===== src/rtl/lock_chamber_if.sv =====
// Boat/request/hold inputs and gate/valve/status outputs of the lock chamber sequencer.
interface lock_chamber_if #(
    parameter int unsigned LEVEL_W = 6
) ();
    logic               arrive_low;
    logic               arrive_high;
    logic               boat_in;
    logic               boat_out;
    logic               hold;
    logic               lower_gate_open;
    logic               upper_gate_open;
    logic               gate_moving;
    logic               fill_valve;
    logic               drain_valve;
    logic               occupied;
    logic [LEVEL_W-1:0] water_level;
    logic               pend_low;
    logic               pend_high;
    logic [3:0]         state_code;

    // Environment side: drives requests and boat events, observes the chamber.
    modport master (
        output arrive_low, arrive_high, boat_in, boat_out, hold,
        input  lower_gate_open, upper_gate_open, gate_moving, fill_valve, drain_valve,
        input  occupied, water_level, pend_low, pend_high, state_code
    );

    // Controller side.
    modport slave (
        input  arrive_low, arrive_high, boat_in, boat_out, hold,
        output lower_gate_open, upper_gate_open, gate_moving, fill_valve, drain_valve,
        output occupied, water_level, pend_low, pend_high, state_code
    );
endinterface


===== src/rtl/lock_chamber_ctrl.sv =====
// Single-chamber canal-lock sequencer: request latching, gate travel timing,
// water level tracking with fill/drain valves, and a hold input that freezes everything.
module lock_chamber_ctrl #(
    parameter int unsigned LEVEL_W     = 6,
    parameter int unsigned LOW_LEVEL   = 8,
    parameter int unsigned HIGH_LEVEL  = 40,
    parameter int unsigned FILL_STEP   = 4,
    parameter int unsigned DRAIN_STEP  = 4,
    parameter int unsigned TICK_DIV    = 5,
    parameter int unsigned GATE_CYCLES = 3
) (
    input  logic          clk,
    input  logic          reset,
    lock_chamber_if.slave bus
);
    typedef enum logic [3:0] {
        StLowIdle   = 4'd0,
        StLowEnter  = 4'd1,
        StHighIdle  = 4'd2,
        StHighEnter = 4'd3,
        StClose     = 4'd4,
        StFill      = 4'd5,
        StDrain     = 4'd6,
        StOpen      = 4'd7,
        StExit      = 4'd8
    } state_e;

    localparam int unsigned TickW = (TICK_DIV > 1) ? $clog2(TICK_DIV) : 1;
    localparam int unsigned GateW = (GATE_CYCLES > 1) ? $clog2(GATE_CYCLES) : 1;
    localparam logic [TickW-1:0]   TickLast = TickW'(TICK_DIV - 1);
    localparam logic [GateW-1:0]   GateLast = GateW'(GATE_CYCLES - 1);
    localparam logic [LEVEL_W-1:0] LowLvl   = LEVEL_W'(LOW_LEVEL);
    localparam logic [LEVEL_W-1:0] HighLvl  = LEVEL_W'(HIGH_LEVEL);

    state_e             state_q, state_d;
    logic [LEVEL_W-1:0] level_q, level_d;
    logic [TickW-1:0]   tick_q, tick_d;
    logic [GateW-1:0]   gate_q, gate_d;
    logic               dir_up_q, dir_up_d;
    logic               occupied_q, occupied_d;
    logic               pend_low_q, pend_low_d;
    logic               pend_high_q, pend_high_d;
    logic               lower_open_q, lower_open_d;
    logic               upper_open_q, upper_open_d;
    logic               in_seen_q, in_seen_d;
    logic               out_seen_q, out_seen_d;
    logic               clr_low, clr_high;
    logic               boat_in_ev, boat_out_ev;
    logic               fill_on, drain_on;
    logic [LEVEL_W:0]   fill_sum;

    // Boat pulses landing during hold are remembered so the step fires on resume.
    assign boat_in_ev  = (bus.boat_in || in_seen_q) &&
                         (state_q == StLowEnter || state_q == StHighEnter);
    assign boat_out_ev = (bus.boat_out || out_seen_q) && (state_q == StExit);
    assign fill_sum    = {1'b0, level_q} + (LEVEL_W + 1)'(FILL_STEP);

    // Next-state, timers, level and gate decisions; nothing moves while hold is high.
    always_comb begin
        state_d      = state_q;
        level_d      = level_q;
        tick_d       = tick_q;
        gate_d       = gate_q;
        dir_up_d     = dir_up_q;
        occupied_d   = occupied_q;
        lower_open_d = lower_open_q;
        upper_open_d = upper_open_q;
        clr_low      = 1'b0;
        clr_high     = 1'b0;
        in_seen_d    = bus.hold && boat_in_ev;
        out_seen_d   = bus.hold && boat_out_ev;
        if (!bus.hold) begin
            unique case (state_q)
                StLowIdle: begin
                    if (pend_low_q) begin
                        state_d = StLowEnter;
                    end else if (pend_high_q) begin
                        dir_up_d     = 1'b1;
                        state_d      = StClose;
                        gate_d       = '0;
                        lower_open_d = 1'b0;
                        upper_open_d = 1'b0;
                    end
                end
                StHighIdle: begin
                    if (pend_high_q) begin
                        state_d = StHighEnter;
                    end else if (pend_low_q) begin
                        dir_up_d     = 1'b0;
                        state_d      = StClose;
                        gate_d       = '0;
                        lower_open_d = 1'b0;
                        upper_open_d = 1'b0;
                    end
                end
                StLowEnter, StHighEnter: begin
                    if (boat_in_ev) begin
                        occupied_d   = 1'b1;
                        clr_low      = (state_q == StLowEnter);
                        clr_high     = (state_q == StHighEnter);
                        dir_up_d     = (state_q == StLowEnter);
                        state_d      = StClose;
                        gate_d       = '0;
                        lower_open_d = 1'b0;
                        upper_open_d = 1'b0;
                    end
                end
                StClose: begin
                    if (gate_q == GateLast) begin
                        state_d = dir_up_q ? StFill : StDrain;
                        tick_d  = '0;
                    end else begin
                        gate_d = gate_q + GateW'(1);
                    end
                end
                StFill: begin
                    if (level_q == HighLvl) begin
                        state_d = StOpen;
                        gate_d  = '0;
                    end else if (tick_q == TickLast) begin
                        tick_d  = '0;
                        level_d = (fill_sum >= (LEVEL_W + 1)'(HIGH_LEVEL)) ? HighLvl
                                                                            : fill_sum[LEVEL_W-1:0];
                    end else begin
                        tick_d = tick_q + TickW'(1);
                    end
                end
                StDrain: begin
                    if (level_q == LowLvl) begin
                        state_d = StOpen;
                        gate_d  = '0;
                    end else if (tick_q == TickLast) begin
                        tick_d = '0;
                        if ({1'b0, level_q} <= (LEVEL_W + 1)'(LOW_LEVEL + DRAIN_STEP)) begin
                            level_d = LowLvl;
                        end else begin
                            level_d = level_q - LEVEL_W'(DRAIN_STEP);
                        end
                    end else begin
                        tick_d = tick_q + TickW'(1);
                    end
                end
                StOpen: begin
                    if (gate_q == GateLast) begin
                        upper_open_d = dir_up_q;
                        lower_open_d = !dir_up_q;
                        if (occupied_q) begin
                            state_d = StExit;
                        end else begin
                            state_d = dir_up_q ? StHighIdle : StLowIdle;
                        end
                    end else begin
                        gate_d = gate_q + GateW'(1);
                    end
                end
                StExit: begin
                    if (boat_out_ev) begin
                        occupied_d = 1'b0;
                        state_d    = upper_open_q ? StHighIdle : StLowIdle;
                    end
                end
                default: state_d = StLowIdle;
            endcase
        end
        // A repeat arrival while pending is absorbed; serving clears the flag.
        pend_low_d  = (pend_low_q  || bus.arrive_low)  && !clr_low;
        pend_high_d = (pend_high_q || bus.arrive_high) && !clr_high;
    end

    // State register with synchronous reset back to an empty chamber at the low level.
    always_ff @(posedge clk) begin
        if (reset) begin
            state_q      <= StLowIdle;
            level_q      <= LowLvl;
            tick_q       <= '0;
            gate_q       <= '0;
            dir_up_q     <= 1'b0;
            occupied_q   <= 1'b0;
            pend_low_q   <= 1'b0;
            pend_high_q  <= 1'b0;
            lower_open_q <= 1'b1;
            upper_open_q <= 1'b0;
            in_seen_q    <= 1'b0;
            out_seen_q   <= 1'b0;
        end else begin
            state_q      <= state_d;
            level_q      <= level_d;
            tick_q       <= tick_d;
            gate_q       <= gate_d;
            dir_up_q     <= dir_up_d;
            occupied_q   <= occupied_d;
            pend_low_q   <= pend_low_d;
            pend_high_q  <= pend_high_d;
            lower_open_q <= lower_open_d;
            upper_open_q <= upper_open_d;
            in_seen_q    <= in_seen_d;
            out_seen_q   <= out_seen_d;
        end
    end

    assign fill_on  = (state_q == StFill)  && !bus.hold;
    assign drain_on = (state_q == StDrain) && !bus.hold;

    assign bus.lower_gate_open = lower_open_q;
    assign bus.upper_gate_open = upper_open_q;
    assign bus.gate_moving     = (state_q == StClose) || (state_q == StOpen);
    assign bus.fill_valve      = fill_on;
    assign bus.drain_valve     = drain_on;
    assign bus.occupied        = occupied_q;
    assign bus.water_level     = level_q;
    assign bus.pend_low        = pend_low_q;
    assign bus.pend_high       = pend_high_q;
    assign bus.state_code      = state_q;

    a_one_gate: assert property (@(posedge clk) disable iff (reset)
        !(lower_open_q && upper_open_q));
    a_valve_sealed: assert property (@(posedge clk) disable iff (reset)
        (fill_on || drain_on) |-> !(lower_open_q || upper_open_q));
    a_valve_excl: assert property (@(posedge clk) disable iff (reset)
        !(fill_on && drain_on));
    a_level_range: assert property (@(posedge clk) disable iff (reset)
        (level_q >= LowLvl) && (level_q <= HighLvl));
endmodule

===== src/flat_wrapper.sv =====
// flat-port wrapper written by rule: the top's interface ports become plain ports
module lock_chamber_ctrl_flat 
#(
    parameter int unsigned LEVEL_W     = 6,
    parameter int unsigned LOW_LEVEL   = 8,
    parameter int unsigned HIGH_LEVEL  = 40,
    parameter int unsigned FILL_STEP   = 4,
    parameter int unsigned DRAIN_STEP  = 4,
    parameter int unsigned TICK_DIV    = 5,
    parameter int unsigned GATE_CYCLES = 3
)
  (clk, reset, bus_arrive_low, bus_arrive_high, bus_boat_in, bus_boat_out, bus_hold, bus_lower_gate_open, bus_upper_gate_open, bus_gate_moving, bus_fill_valve, bus_drain_valve, bus_occupied, bus_water_level, bus_pend_low, bus_pend_high, bus_state_code);
  lock_chamber_if #(.LEVEL_W(LEVEL_W)) bus_i ();
  input  logic clk;
  input  logic reset;
  input wire logic [$bits(bus_i.arrive_low)-1:0] bus_arrive_low;
  input wire logic [$bits(bus_i.arrive_high)-1:0] bus_arrive_high;
  input wire logic [$bits(bus_i.boat_in)-1:0] bus_boat_in;
  input wire logic [$bits(bus_i.boat_out)-1:0] bus_boat_out;
  input wire logic [$bits(bus_i.hold)-1:0] bus_hold;
  output wire logic [$bits(bus_i.lower_gate_open)-1:0] bus_lower_gate_open;
  output wire logic [$bits(bus_i.upper_gate_open)-1:0] bus_upper_gate_open;
  output wire logic [$bits(bus_i.gate_moving)-1:0] bus_gate_moving;
  output wire logic [$bits(bus_i.fill_valve)-1:0] bus_fill_valve;
  output wire logic [$bits(bus_i.drain_valve)-1:0] bus_drain_valve;
  output wire logic [$bits(bus_i.occupied)-1:0] bus_occupied;
  output wire logic [$bits(bus_i.water_level)-1:0] bus_water_level;
  output wire logic [$bits(bus_i.pend_low)-1:0] bus_pend_low;
  output wire logic [$bits(bus_i.pend_high)-1:0] bus_pend_high;
  output wire logic [$bits(bus_i.state_code)-1:0] bus_state_code;
  assign bus_i.arrive_low = bus_arrive_low;
  assign bus_i.arrive_high = bus_arrive_high;
  assign bus_i.boat_in = bus_boat_in;
  assign bus_i.boat_out = bus_boat_out;
  assign bus_i.hold = bus_hold;
  assign bus_lower_gate_open = bus_i.lower_gate_open;
  assign bus_upper_gate_open = bus_i.upper_gate_open;
  assign bus_gate_moving = bus_i.gate_moving;
  assign bus_fill_valve = bus_i.fill_valve;
  assign bus_drain_valve = bus_i.drain_valve;
  assign bus_occupied = bus_i.occupied;
  assign bus_water_level = bus_i.water_level;
  assign bus_pend_low = bus_i.pend_low;
  assign bus_pend_high = bus_i.pend_high;
  assign bus_state_code = bus_i.state_code;
  lock_chamber_ctrl #(.LEVEL_W(LEVEL_W), .LOW_LEVEL(LOW_LEVEL), .HIGH_LEVEL(HIGH_LEVEL), .FILL_STEP(FILL_STEP), .DRAIN_STEP(DRAIN_STEP), .TICK_DIV(TICK_DIV), .GATE_CYCLES(GATE_CYCLES)) u_core (.clk(clk), .reset(reset), .bus(bus_i));
endmodule

===== config.mk =====
export PLATFORM = sky130hd
export DESIGN_NAME = lock_chamber_ctrl_flat
export DESIGN_NICKNAME = d
export VERILOG_FILES = /design/src/rtl/lock_chamber_if.sv /design/src/rtl/lock_chamber_ctrl.sv /design/src/flat_wrapper.sv
export SDC_FILE = /design/constraint.sdc
export NUM_CORES = 1
export LEC_CHECK = 0
export BUFFER_PORTS_ARGS = -buffer_cell sky130_fd_sc_hd__buf_2
export CORE_MARGIN = 4
export CORE_UTILIZATION = 58
export CTS_CLUSTER_DIAMETER = 80
export DETAILED_ROUTE_END_ITERATION = 10
export PLACE_DENSITY = 0.82
export SLEW_MARGIN = 10
export SYNTH_ARGS = -nofsm -noshare
export SYNTH_HDL_FRONTEND = slang
export SYNTH_SLANG_ARGS = --single-unit

===== constraint.sdc =====
create_clock -name clk -period 3.7 [get_ports clk]
set_input_delay 0.37 -clock clk [delete_from_list [all_inputs] [get_ports clk]]
set_output_delay 0.37 -clock clk [all_outputs]
set_load 0.01 [all_outputs]

After elaboration in Yosys (flattened, before gate mapping)
Cells that the tools add are included.
Storage, ports and cells
  register bits: 23
  input bits: 7
  output and inout port bits: 18
  logic and storage cells: 140
Cells by class
  add/subtract/negate cells: 4
  magnitude comparators: 2
  equality and inequality tests: 29
  multiplexer cells: 58
  bitwise logic cells: 1
  reduce and logical (&&, ||, !) cells: 34
Operators by type and width (count)
  2-to-1 mux 4 bit: 11
  2-to-1 mux 6 bit: 6
  case mux 4 bit (8 select lines): 1
  2-to-1 mux 2 bit: 11
  != test 2 x 1 -> 1 bit (second input constant): 10
  2-to-1 mux 1 bit: 18
  equality test 4 x 3 -> 1 bit (second input constant): 4
  2-to-1 mux 3 bit: 4
  case mux 2 bit (6 select lines): 1
  case mux 6 bit (2 select lines): 1
  != test 2 bit (second input constant): 5
  AND reduction 10 bit: 1
  case mux 3 bit (3 select lines): 1
  AND reduction 9 bit: 1
  equality test 4 x 2 -> 1 bit (second input constant): 2
  logical AND 1 bit: 8
  case mux 1 bit (4 select lines): 2
  AND reduction 8 bit: 1
  adder 6 x 3 -> 7 bit (second input constant): 1
  greater-or-equal comparator 7 x 6 -> 1 bit (second input constant): 1
  AND reduction 7 bit: 1
  equality test 6 x 4 -> 1 bit (second input constant): 1
  equality test 6 bit (second input constant): 1
  <= comparator 6 x 4 -> 1 bit (second input constant): 1
  other kinds (22): 34

Logic depth before layout (Yosys ltp)
Gate-level depths: netlist of the first run.
  depth in word-level cells: 8
  gate-level depth with buffers: 7
  depth with buffers taken out: 7

Worst setup path before layout of the first run
OpenSTA, ideal clock, no wires.
  kind: register to register
  start point: reg u_core.state_q[0], in the netlist u_core.bus.state_code[0]
  end point: reg u_core.state_q[1], in the netlist u_core.bus.state_code[1]
  setup time: 0.103 ns
  data arrival time: 1.844 ns
  setup slack: 1.753 ns
  stages on the path, launching flop included: 7
  buffers on the path: 1
  cells stage by stage: dfxtp_1 buf_6 or4b_2 o32ai_4 nor4_4 o311a_1 a2111oi_2
On the way
  word-level cells in the longest chain between the ends: 5
RTL lines
  start, declared: RTL line lock_chamber_ctrl.sv:35  | state_e state_q, state_d;
  start signal, assigned: RTL line lock_chamber_ctrl.sv:173  | state_q <= StLowIdle;
  start signal, assigned: RTL line lock_chamber_ctrl.sv:186  | state_q <= state_d;
  equality test 4 x 1 -> 1 bit / equality test 4 x 2 -> 1 bit (equally long branches): RTL line lock_chamber_ctrl.sv:54, lock_chamber_ctrl.sv:73
  logical OR 1 bit: RTL line lock_chamber_ctrl.sv:54  | (state_q == StLowEnter || state_q == StHighEnter);
  logical AND 1 bit: RTL line lock_chamber_ctrl.sv:53  | assign boat_in_ev = (bus.boat_in || in_seen_q) &&
  != test 2 x 1 -> 1 bit (no source line)
  AND reduction 9 bit (no source line)
Parallel ways exist; a longest one is shown, timed or not.
A chain may end at the register's enable or synchronous reset.

Worst setup path in the final report of the first run
  start point: reg u_core.state_q[1], in the netlist u_core.bus.state_code[1]
  end point: out bus_drain_valve
On the way
  word-level cells in the longest chain between the ends: 2
RTL lines
  equality test 4 x 3 -> 1 bit: RTL line lock_chamber_ctrl.sv:202  | assign drain_on = (state_q == StDrain) && !bus.hold;
  logical AND 1 bit: RTL line lock_chamber_ctrl.sv:202
  end, declared: RTL line flat_wrapper.sv:25  | output wire logic [$bits(bus_i.drain_valve)-1:0] bus_drain_valve;
No other way between the ends.

==> results of run 1 <==
==> critical path, cell delays in order, from the launching register on <==
cell	delay (ps)
dfxtp_1	730
nor4bb_1	360
buf_4	210
nor2b_1	140
buf_2	140
==> sequential cells by signal, indices dropped and copies added (netlist names), 2 cells and up <==
register and flops:
u_core.bus.state_code 4, u_core.bus.water_level 4, u_core.tick_q 3, u_core.gate_q 2
==> synth_stat cells, types with 2 or more instances <==
library cell  number  share of area (%)
o21ai_0            5                1.7
buf_2              3                1.0
a211oi_1           3                1.5
nor3_1             6                2.0
or3_1              6                2.5
dfxtp_1           21                 28
inv_1             10                2.5
nor2b_1            5                2.1
and4b_1            2                1.3
o21ai_1            5                1.7
nand2b_1           4                1.7
ha_1               7                5.9
a31oi_1            4                1.7
a2111oi_0          2                1.2
and2_1             2               0.84
buf_6              2                1.5
a311oi_1           3                1.8
buf_4              2                1.0
mux2i_1            7                4.7
a21oi_1            9                3.0
nand2_1            7                1.8
clkbuf_1           7                1.8
nor2_1            21                5.3
mux2_1             2                1.5
==> report_power, final <==
group | total (mW) | leakage (nW) | switching, mW | internal [mW]
Combinational | 0.113 | 0.462 | 0.0625 | 0.0500
Sequential | 0.260 | 0.171 | 0.0243 | 0.236
Clock | 0.110 | 0.0150 | 0.0681 | 0.0421
Total | 0.483 | 0.648 | 0.155 | 0.328
==> path summary, 6_finish.rpt <==
path / start / endpoint / slack [ps] / depth (start not counted)
hold / removal: bus_arrive_low / u_core.bus.pend_low / 310 / 3
hold reg to reg: u_core.bus.lower_gate_open / u_core.bus.lower_gate_open / 460 / 2
setup reg to reg: u_core.bus.state_code[0] / u_core.bus.state_code[1] / 1440 / 5
setup / recovery: u_core.bus.state_code[1] / bus_drain_valve / 1440 / 4
==> area by class of cell <==
| cell class | instances | area share (%) |
|---|---|---|
| clock buffers | 4 | 1.64 |
| inverters | 10 | 2.35 |
| multi-input cells | 133 | 60.0 |
| flip-flops and latches | 21 | 26.3 |
| well taps | 30 | 2.35 |
| repair buffers | 23 | 7.36 |
==> cells by family (layout without fill, tap and decap cells) <==
group,count (synthesis),in the layout
other,1,2
AND/OR/NAND/NOR,67,67
flip-flops,21,21
buffers and inverters,24,37
multiplexers,9,9
AO/OA/AOI/OAI,47,47
XOR/XNOR,1,1
adder cells (fa/ha/maj),7,7
==> routing by layer <==
layer / track usage [%] / vias up
met5: 0 / -
met4: 4.85 / 0
met3: 2.63 / 4
met2: 35.1 / 26
met1: 25.6 / 629
li1: - / 676
==> layout by cell type (no fill, tap or decap), types with 2 or more instances in the layout <==
cell and instances:
buf_2 22, nor2_1 21, dfxtp_1 21, inv_1 10
a21oi_1 9, nand2_1 7, mux2i_1 7, ha_1 7
nor3_1 6, or3_1 6, nor2b_1 5, o21ai_1 5
o21ai_0 5, nand2b_1 4, a31oi_1 4, a211oi_1 3
a311oi_1 3, clkbuf_4 3, and4b_1 2, and2_1 2
a2111oi_0 2, mux2_1 2, conb_1 2
==> impl_metrics.env, run 1 <==
export IMPL_cts_buffers=3
export IMPL_rsz0062_at_grt="false"
export IMPL_grt_max_degree=22
export IMPL_syn_avg_cell_area_sq_um=8.43
export IMPL_pre_cts_ws_ps=1480
export IMPL_met2_length_microns=1550
export IMPL_status="completed"
export IMPL_ys_ff_latch=21
export IMPL_ys_types=56
export IMPL_fin_util_pct=65.1
export IMPL_seq_area_sq_um=420
export IMPL_firstDrtPassIters=4
export IMPL_rows=18
export IMPL_async_flop_share_pct=0
export IMPL_p_leak_nw=0.648
export IMPL_powerDensity_nw_per_um2=302
export IMPL_dpl_cell_area_sq_um=1570
export IMPL_synth_fa_ha_area_share_pct=5.87
export IMPL_highest_layer="met4"
export IMPL_clkLatencyLatePin_ps=300
export IMPL_tightest_slew_ps=614
export IMPL_synth_edf_count=0
export IMPL_antenna_found_initial=0
export IMPL_die_area_sq_um=3450
export IMPL_period_minus_slack_ps=2260
export IMPL_setup_viol=0
export IMPL_timing_setup_tns_ps=0
export IMPL_final_cells=221
export IMPL_postCtsSetupBuffers=0
export IMPL_post_dp_hpwl_microns=2360
export IMPL_holdBufCountCts=0
export IMPL_timing_hold_ws_ps=314
export IMPL_postRouteWirelength_microns=3200
export IMPL_dieWidth_microns=58.7
export IMPL_ir_drop_mv=0.216
export IMPL_drt_met1_wl_microns=1490
export IMPL_clock_sinks=21
export IMPL_drive_gt1_share_pct=17.3
export IMPL_grt_overflow_total=0
export IMPL_area_delta_synth_final_pct=7.13
export IMPL_synth_main_ff_cell="dfxtp_1"
export IMPL_core_area_sq_um=2450
export IMPL_drt_initial_drc_count=47
export IMPL_synthCells=177
export IMPL_drc=0
export IMPL_vias_per_cell=6.04
export IMPL_wl_met3_microns=118
export IMPL_cts_tree="yes"
export IMPL_gp_congestion=0.851
export IMPL_hold_class="in -> reg"
export IMPL_fin_skew_ps=2.14
export IMPL_cts_root_buffer="clkbuf_4"
export IMPL_grt_usage_pct=19.9
export IMPL_worst_setup_path_start_kind="flop"
export IMPL_start_util_pct=60.8
export IMPL_slew_violations=0
export IMPL_fmax_mhz=442
export IMPL_timing_final_ws_setup_ps=1440
export IMPL_worstPathRequired_ps=3330
export IMPL_cts_htree_levels=1
export IMPL_synth_top_family_by_area="simple AND/OR/NAND/NOR gates"
export IMPL_grt_pass1_wl_microns=5470
export IMPL_synth_area_sq_um=1490
export IMPL_dp_cells=217
export IMPL_relSlewSlack_pct=59.0
export IMPL_portBuffers=22
export IMPL_die_height_microns=58.7
export IMPL_critical_path_class="reg -> out"
export IMPL_first_global_vias=1254
export IMPL_yosysWarnings=0
export IMPL_synth_compound_area_share_pct=24.1
export IMPL_fin_crit_sh_pct=61.2
export IMPL_boundaryPins=25
export IMPL_cts_resized=0
export IMPL_drtAntennaViolNets=0
export IMPL_finalHoldViolCount=0
export IMPL_maxCapViolCount=0
export IMPL_clk_pin_slew_ps=110
export IMPL_worstSetupEndpointType="output pin"
export IMPL_yosysSeqAreaShare_pct=28.2
export IMPL_arrival_ps=1890
export IMPL_fin_nets=206
export IMPL_muxShareOfSynthArea_pct=6.21
export IMPL_crit_fanout=21
export IMPL_antenna_cells=0
export IMPL_yosys_area_share_simple_pct=27.0
export IMPL_vias=1335
export IMPL_synth_xor_area_share_pct=0.587
export IMPL_num_fill_cells=212
export IMPL_multiInputGateArea_sq_um=958
export IMPL_power_mw=0.483
export IMPL_cts_max_path_buffers=2
export IMPL_stdcell_area_sq_um=1600
export IMPL_avgRoutedWirePerCell_microns=14.5
Note: power is estimated with default switching activity, not from simulation.
==> run 2: changes to the inputs <==
--- a/config.mk
+++ b/config.mk
@@ -7,10 +7,10 @@
 export LEC_CHECK = 0
 export BUFFER_PORTS_ARGS = -buffer_cell sky130_fd_sc_hd__buf_2
 export CORE_MARGIN = 4
-export CORE_UTILIZATION = 58
+export CORE_UTILIZATION = 50
 export CTS_CLUSTER_DIAMETER = 80
 export DETAILED_ROUTE_END_ITERATION = 10
-export PLACE_DENSITY = 0.82
+export PLACE_DENSITY = 0.75
 export SLEW_MARGIN = 10
 export SYNTH_ARGS = -nofsm -noshare
 export SYNTH_HDL_FRONTEND = slang
==> constraint.sdc (replaced) <==
create_clock -name clk -period 1.9 [get_ports clk]
set_input_delay 0.19 -clock clk [delete_from_list [all_inputs] [get_ports clk]]
set_output_delay 0.19 -clock clk [all_outputs]
set_load 0.01 [all_outputs]
==> run 2 against run 1 <==
  * The flow now finishes with violations (setup timing)
  * Sequential share of layout area fell by 4.0 points
  * Clock skew hardly changed
  * Die area rose by 14%
  * Sequential cell count unchanged
  * Critical path depth rose by 4
  * Count of clock-buffer cells in the layout unchanged
  * Hold slack got worse by 180 ps
  * Clock power up 120%
  * Total power increased by 120%
  * Largest power group unchanged
==> impl_metrics.env, run 2 (synthesis results as in run 1) <==
export IMPL_status="complete, but fails checks"
export IMPL_violations="setup timing"
export IMPL_crit_fanout=2
export IMPL_clk_pin_slew_ps=130
export IMPL_cts_max_path_buffers=2
export IMPL_grt_usage_pct=21.4
export IMPL_final_cells=259
export IMPL_setup_viol=5
export IMPL_stdcell_area_sq_um=1990
export IMPL_post_dp_hpwl_microns=2930
export IMPL_portBuffers=22
export IMPL_seq_area_sq_um=443
export IMPL_cts_htree_levels=1
export IMPL_grt_overflow_total=0
export IMPL_fin_crit_sh_pct=102
export IMPL_vias_per_cell=6.21
export IMPL_p_int_mw=0.715
export IMPL_arrival_ps=2160
export IMPL_clock_sinks=21
export IMPL_switching_power_mw=0.368
export IMPL_pre_cts_ws_ps=-131
export IMPL_period_minus_slack_ps=1940
export IMPL_p_seq_share_pct=44.5
export IMPL_relSlewSlack_pct=67.5
export IMPL_grt_max_degree=21
export IMPL_drtAntennaViolNets=0
export IMPL_drive_gt1_share_pct=39.9
export IMPL_die_height_microns=62.6
export IMPL_drc=0
export IMPL_start_util_pct=53.2
export IMPL_firstDrtPassIters=4
export IMPL_power_mw=1.08
export IMPL_fin_nets=243
export IMPL_core_area_sq_um=2810
export IMPL_grt_pass1_wl_microns=6930
export IMPL_cts_tree="yes"
export IMPL_avgRoutedWirePerCell_microns=17.0
export IMPL_holdBufCountCts=0
export IMPL_fmax_mhz=515
export IMPL_hold_class="in -> reg"
export IMPL_drt_initial_drc_count=86
export IMPL_powerDensity_nw_per_um2=546
export IMPL_area_delta_synth_final_pct=33.2
export IMPL_multiInputGateArea_sq_um=1040
export IMPL_ir_drop_mv=0.343
export IMPL_worstPathRequired_ps=2120
export IMPL_gp_congestion=0.891
export IMPL_die_area_sq_um=3920
export IMPL_clkLatencyLatePin_ps=330
export IMPL_dpl_cell_area_sq_um=1740
export IMPL_worst_setup_path_start_kind="flop"
export IMPL_p_comb_share_pct=33.5
export IMPL_antenna_cells=0
export IMPL_tightest_slew_ps=475
export IMPL_dp_cells=240
export IMPL_rows=19
export IMPL_first_global_vias=1547
export IMPL_dieWidth_microns=62.6
export IMPL_layout_commonest_cell="buf_4"
export IMPL_timing_final_ws_setup_ps=-40.9
export IMPL_num_fill_cells=214
export IMPL_finalHoldViolCount=0
export IMPL_cts_buffers=3
export IMPL_fin_util_pct=70.8
export IMPL_final_cell_mix="37 x buf_4, 22 x buf_2, 21 x nor2_1"
export IMPL_rsz0062_at_grt="true"
export IMPL_switching_share_pct=34.0
export IMPL_cts_root_buffer="clkbuf_4"
export IMPL_pwr_share_clk_pct=22.0
export IMPL_postRouteWirelength_microns=4400
export IMPL_critical_path_class="reg -> reg"
export IMPL_worstSetupEndpointType="flop"
export IMPL_antenna_found_initial=0
export IMPL_slew_violations=0
export IMPL_fin_skew_ps=1.72
export IMPL_boundaryPins=25
export IMPL_p_leak_nw=0.851
export IMPL_maxCapViolCount=0
export IMPL_vias=1609
==> run 2: worst paths after layout <==
path / slack, ps / to / depth (start not counted) / from
hold reg to reg: 470 / u_core.bus.lower_gate_open / 2 / u_core.bus.lower_gate_open
setup reg to reg: -40 / u_core.bus.state_code[1] / 8 / u_core.bus.water_level[2]
hold / removal: 130 / u_core.bus.pend_low / 3 / bus_arrive_low
setup / recovery: -40 / u_core.bus.state_code[1] / 8 / u_core.bus.water_level[2]
==> run 2: cell type report <==
cell class	instances	area share (%)
multi-input combinational	133	52.5
sequential	21	22.3
timing repair buffer	60	20.1
tap	31	1.95
inverter	10	1.89
clock buffer	4	1.32
==> run 2: power groups by stage <==
| stage | logic, mW | registers (mW) | clock network (mW) |
|---|---|---|---|
| 6_report | 0.363 | 0.482 | 0.239 |
| 2_1_floorplan | 0.191 | 0.495 | 0 |
| 5_1_grt | 0.391 | 0.485 | 0.256 |
| 3_3_place_gp | 0.291 | 0.492 | 0 |
| 3_5_place_dp | 0.304 | 0.493 | 0 |
| 4_1_cts | 0.322 | 0.479 | 0.230 |
==> run 2: timing repair <==
action | 4_1_cts | 5_1_grt
buffers inserted | 9 | 6
gates resized for setup | 16 | 13
pin swaps | 7 | 4
setup endpoints to repair | 7 | 12
==> run 2: stage by stage <==
stage / hold WS [ps] / setup TNS (ps)
finish: 131 / -146
global route: 139 / -781
CTS: 142 / -80.4
detailed placement: 463 / -180
global placement: 444 / 0
floorplan: 352 / 0
==> run 2: routing by layer <==
metal | vias up | GRT usage [%] | wire length, microns
met5 | - | 0 | 0
met4 | 0 | 10.7 | 128
met3 | 18 | 2.88 | 267
met2 | 69 | 37.9 | 2280
met1 | 767 | 25.0 | 1720
li1 | 755 | - | -
==> run 2: worst max-delay path, cell delays in order, from the launching register on <==
cell and delay, ps:
dfxtp_2 350, inv_2 60, ha_4 120, or3b_1 350
o2bb2ai_2 160, nor4_4 230, buf_4 160, nor2_1 50
a2111oi_2 350
==> run 3: changes to the inputs <==
--- a/config.mk
+++ b/config.mk
@@ -11,7 +11,7 @@
 export CTS_CLUSTER_DIAMETER = 80
 export DETAILED_ROUTE_END_ITERATION = 10
 export PLACE_DENSITY = 0.75
-export SLEW_MARGIN = 10
+export SKIP_CTS_REPAIR_TIMING = 1
 export SYNTH_ARGS = -nofsm -noshare
 export SYNTH_HDL_FRONTEND = slang
 export SYNTH_SLANG_ARGS = --single-unit
==> run 3 against run 2 <==
  * The run still ends with setup timing left
  * Critical path depth is 1 lower
  * Wire length fell by 7.6%
  * Setup slack gained 8.1 ps
  * Global-route usage fell by 1.4 points
  * Clock power fell by 5%
  * Sequential cell count unchanged
  * Sequential share of layout area increased by 0.84 points
  * Critical path type unchanged
  * Largest cell class unchanged
==> impl_metrics.env, run 3 (synthesis results as in run 1) <==
export IMPL_cp_endpoint="u_core.bus.state_code[2]"
export IMPL_crit_start="u_core.bus.state_code[2]"
export IMPL_grt_usage_pct=20.0
export IMPL_worstSetupEndpointType="flop"
export IMPL_maxCapViolCount=0
export IMPL_area_delta_synth_final_pct=28.0
export IMPL_drive_gt1_share_pct=36.4
export IMPL_gp_congestion=0.891
export IMPL_post_dp_hpwl_microns=2930
export IMPL_clkLatencyLatePin_ps=310
export IMPL_dp_cells=240
export IMPL_violations="setup timing"
export IMPL_fin_skew_ps=4.99
export IMPL_arrival_ps=2140
export IMPL_grt_max_degree=21
export IMPL_hold_class="in -> reg"
export IMPL_cts_tree="yes"
export IMPL_met2_length_microns=2060
export IMPL_drtAntennaViolNets=0
export IMPL_period_minus_slack_ps=1930
export IMPL_firstDrtPassIters=4
export IMPL_final_cell_mix="28 x buf_4, 23 x buf_2, 21 x nor2_1"
export IMPL_drt_met1_wl_microns=1660
export IMPL_critical_path_class="reg -> reg"
export IMPL_powerDensity_nw_per_um2=558
export IMPL_portBuffers=22
export IMPL_timing_setup_tns_ps=-126
export IMPL_grt_overflow_total=0
export IMPL_worstPathRequired_ps=2100
export IMPL_timing_hold_ws_ps=149
export IMPL_cts_root_buffer="clkbuf_4"
export IMPL_layout_commonest_cell="buf_4"
export IMPL_fin_util_pct=68.1
export IMPL_avgRoutedWirePerCell_microns=16.2
export IMPL_dieWidth_microns=62.6
export IMPL_rrSetupSlack_ps=-30
export IMPL_worst_setup_path_start_kind="flop"
export IMPL_status="complete, but fails checks"
export IMPL_vias_per_cell=6.05
export IMPL_vias=1519
export IMPL_postRouteWirelength_microns=4070
export IMPL_fin_crit_sh_pct=102
export IMPL_drt_initial_drc_count=90
export IMPL_timing_rr_end="u_core.bus.state_code[2]"
export IMPL_die_area_sq_um=3920
export IMPL_slew_violations=0
export IMPL_final_cells=251
export IMPL_cts_buffers=3
export IMPL_setup_viol=4
export IMPL_clk_pin_slew_ps=120
export IMPL_highest_layer="met4"
export IMPL_p_leak_nw=0.814
export IMPL_cts_max_path_buffers=2
export IMPL_wl_met3_microns=201
export IMPL_cts_htree_levels=1
export IMPL_antenna_found_initial=0
export IMPL_antenna_cells=0
export IMPL_fin_nets=235
export IMPL_fmax_mhz=517
export IMPL_crit_fanout=5
export IMPL_grt_pass1_wl_microns=6490
export IMPL_reg2reg_depth=7
export IMPL_rows=19
export IMPL_die_height_microns=62.6
export IMPL_ir_drop_mv=0.281
export IMPL_first_global_vias=1540
export IMPL_core_area_sq_um=2810
export IMPL_rsz0062_at_grt="true"
export IMPL_clock_sinks=21
export IMPL_finalHoldViolCount=0
export IMPL_boundaryPins=25
export IMPL_start_util_pct=53.2
export IMPL_pre_cts_ws_ps=-131
export IMPL_rr_startpoint="u_core.bus.state_code[2]"
export IMPL_drc=0
export IMPL_timing_final_ws_setup_ps=-32.8
## run 3: how the worst min path moves through the flow
stage / from / cells after the start / to
3_3_place_gp: u_core.gate_q[1] / 2 / u_core.gate_q[1]
6_report: bus_arrive_high / 3 / u_core.bus.pend_high
2_1_floorplan: bus_arrive_low / 2 / u_core.bus.pend_low
5_1_grt: bus_arrive_high / 3 / u_core.bus.pend_high
3_5_place_dp: u_core.bus.lower_gate_open / 2 / u_core.bus.lower_gate_open
4_1_cts: bus_arrive_low / 3 / u_core.bus.pend_low
## run 3: stage by stage
step                total power, mW  cell area (sq um)
floorplan                     0.687               1500
global placement              0.783               1740
detailed placement            0.797               1740
CTS                            1.02               1770
global route                   1.12               1910
finish                         1.07               1910
## run 3: per-layer routing
metal,vias to the layer above,global-route usage [%]
met4,0,12.7
met1,723,22.2
li1,728,-
met5,-,0
met2,50,35.3
met3,18,3.06
## run 3: cell type report
class	instances	area, sq um
clock buffers	4	26.3
repair buffers	52	337
inverters	10	37.5
fillers	230	896
multi-input cells	133	1030
flip-flops and latches	21	442
well taps	31	38.8
## run 3: power breakdown
| group | switching [mW] | internal (mW) | total (mW) |
|---|---|---|---|
| combinational | 0.184 | 0.175 | 0.359 |
| sequential | 0.0231 | 0.458 | 0.481 |
| clock | 0.144 | 0.0822 | 0.226 |
| total | 0.351 | 0.715 | 1.07 |
## run 3: critical path: stages, from the launching register on
cell and delay (ps):
dfxtp_4 380, or4b_4 570, o32ai_4 290, nor4_4 90
buf_4 150, buf_6 120, mux2i_1 160, nor2_1 60
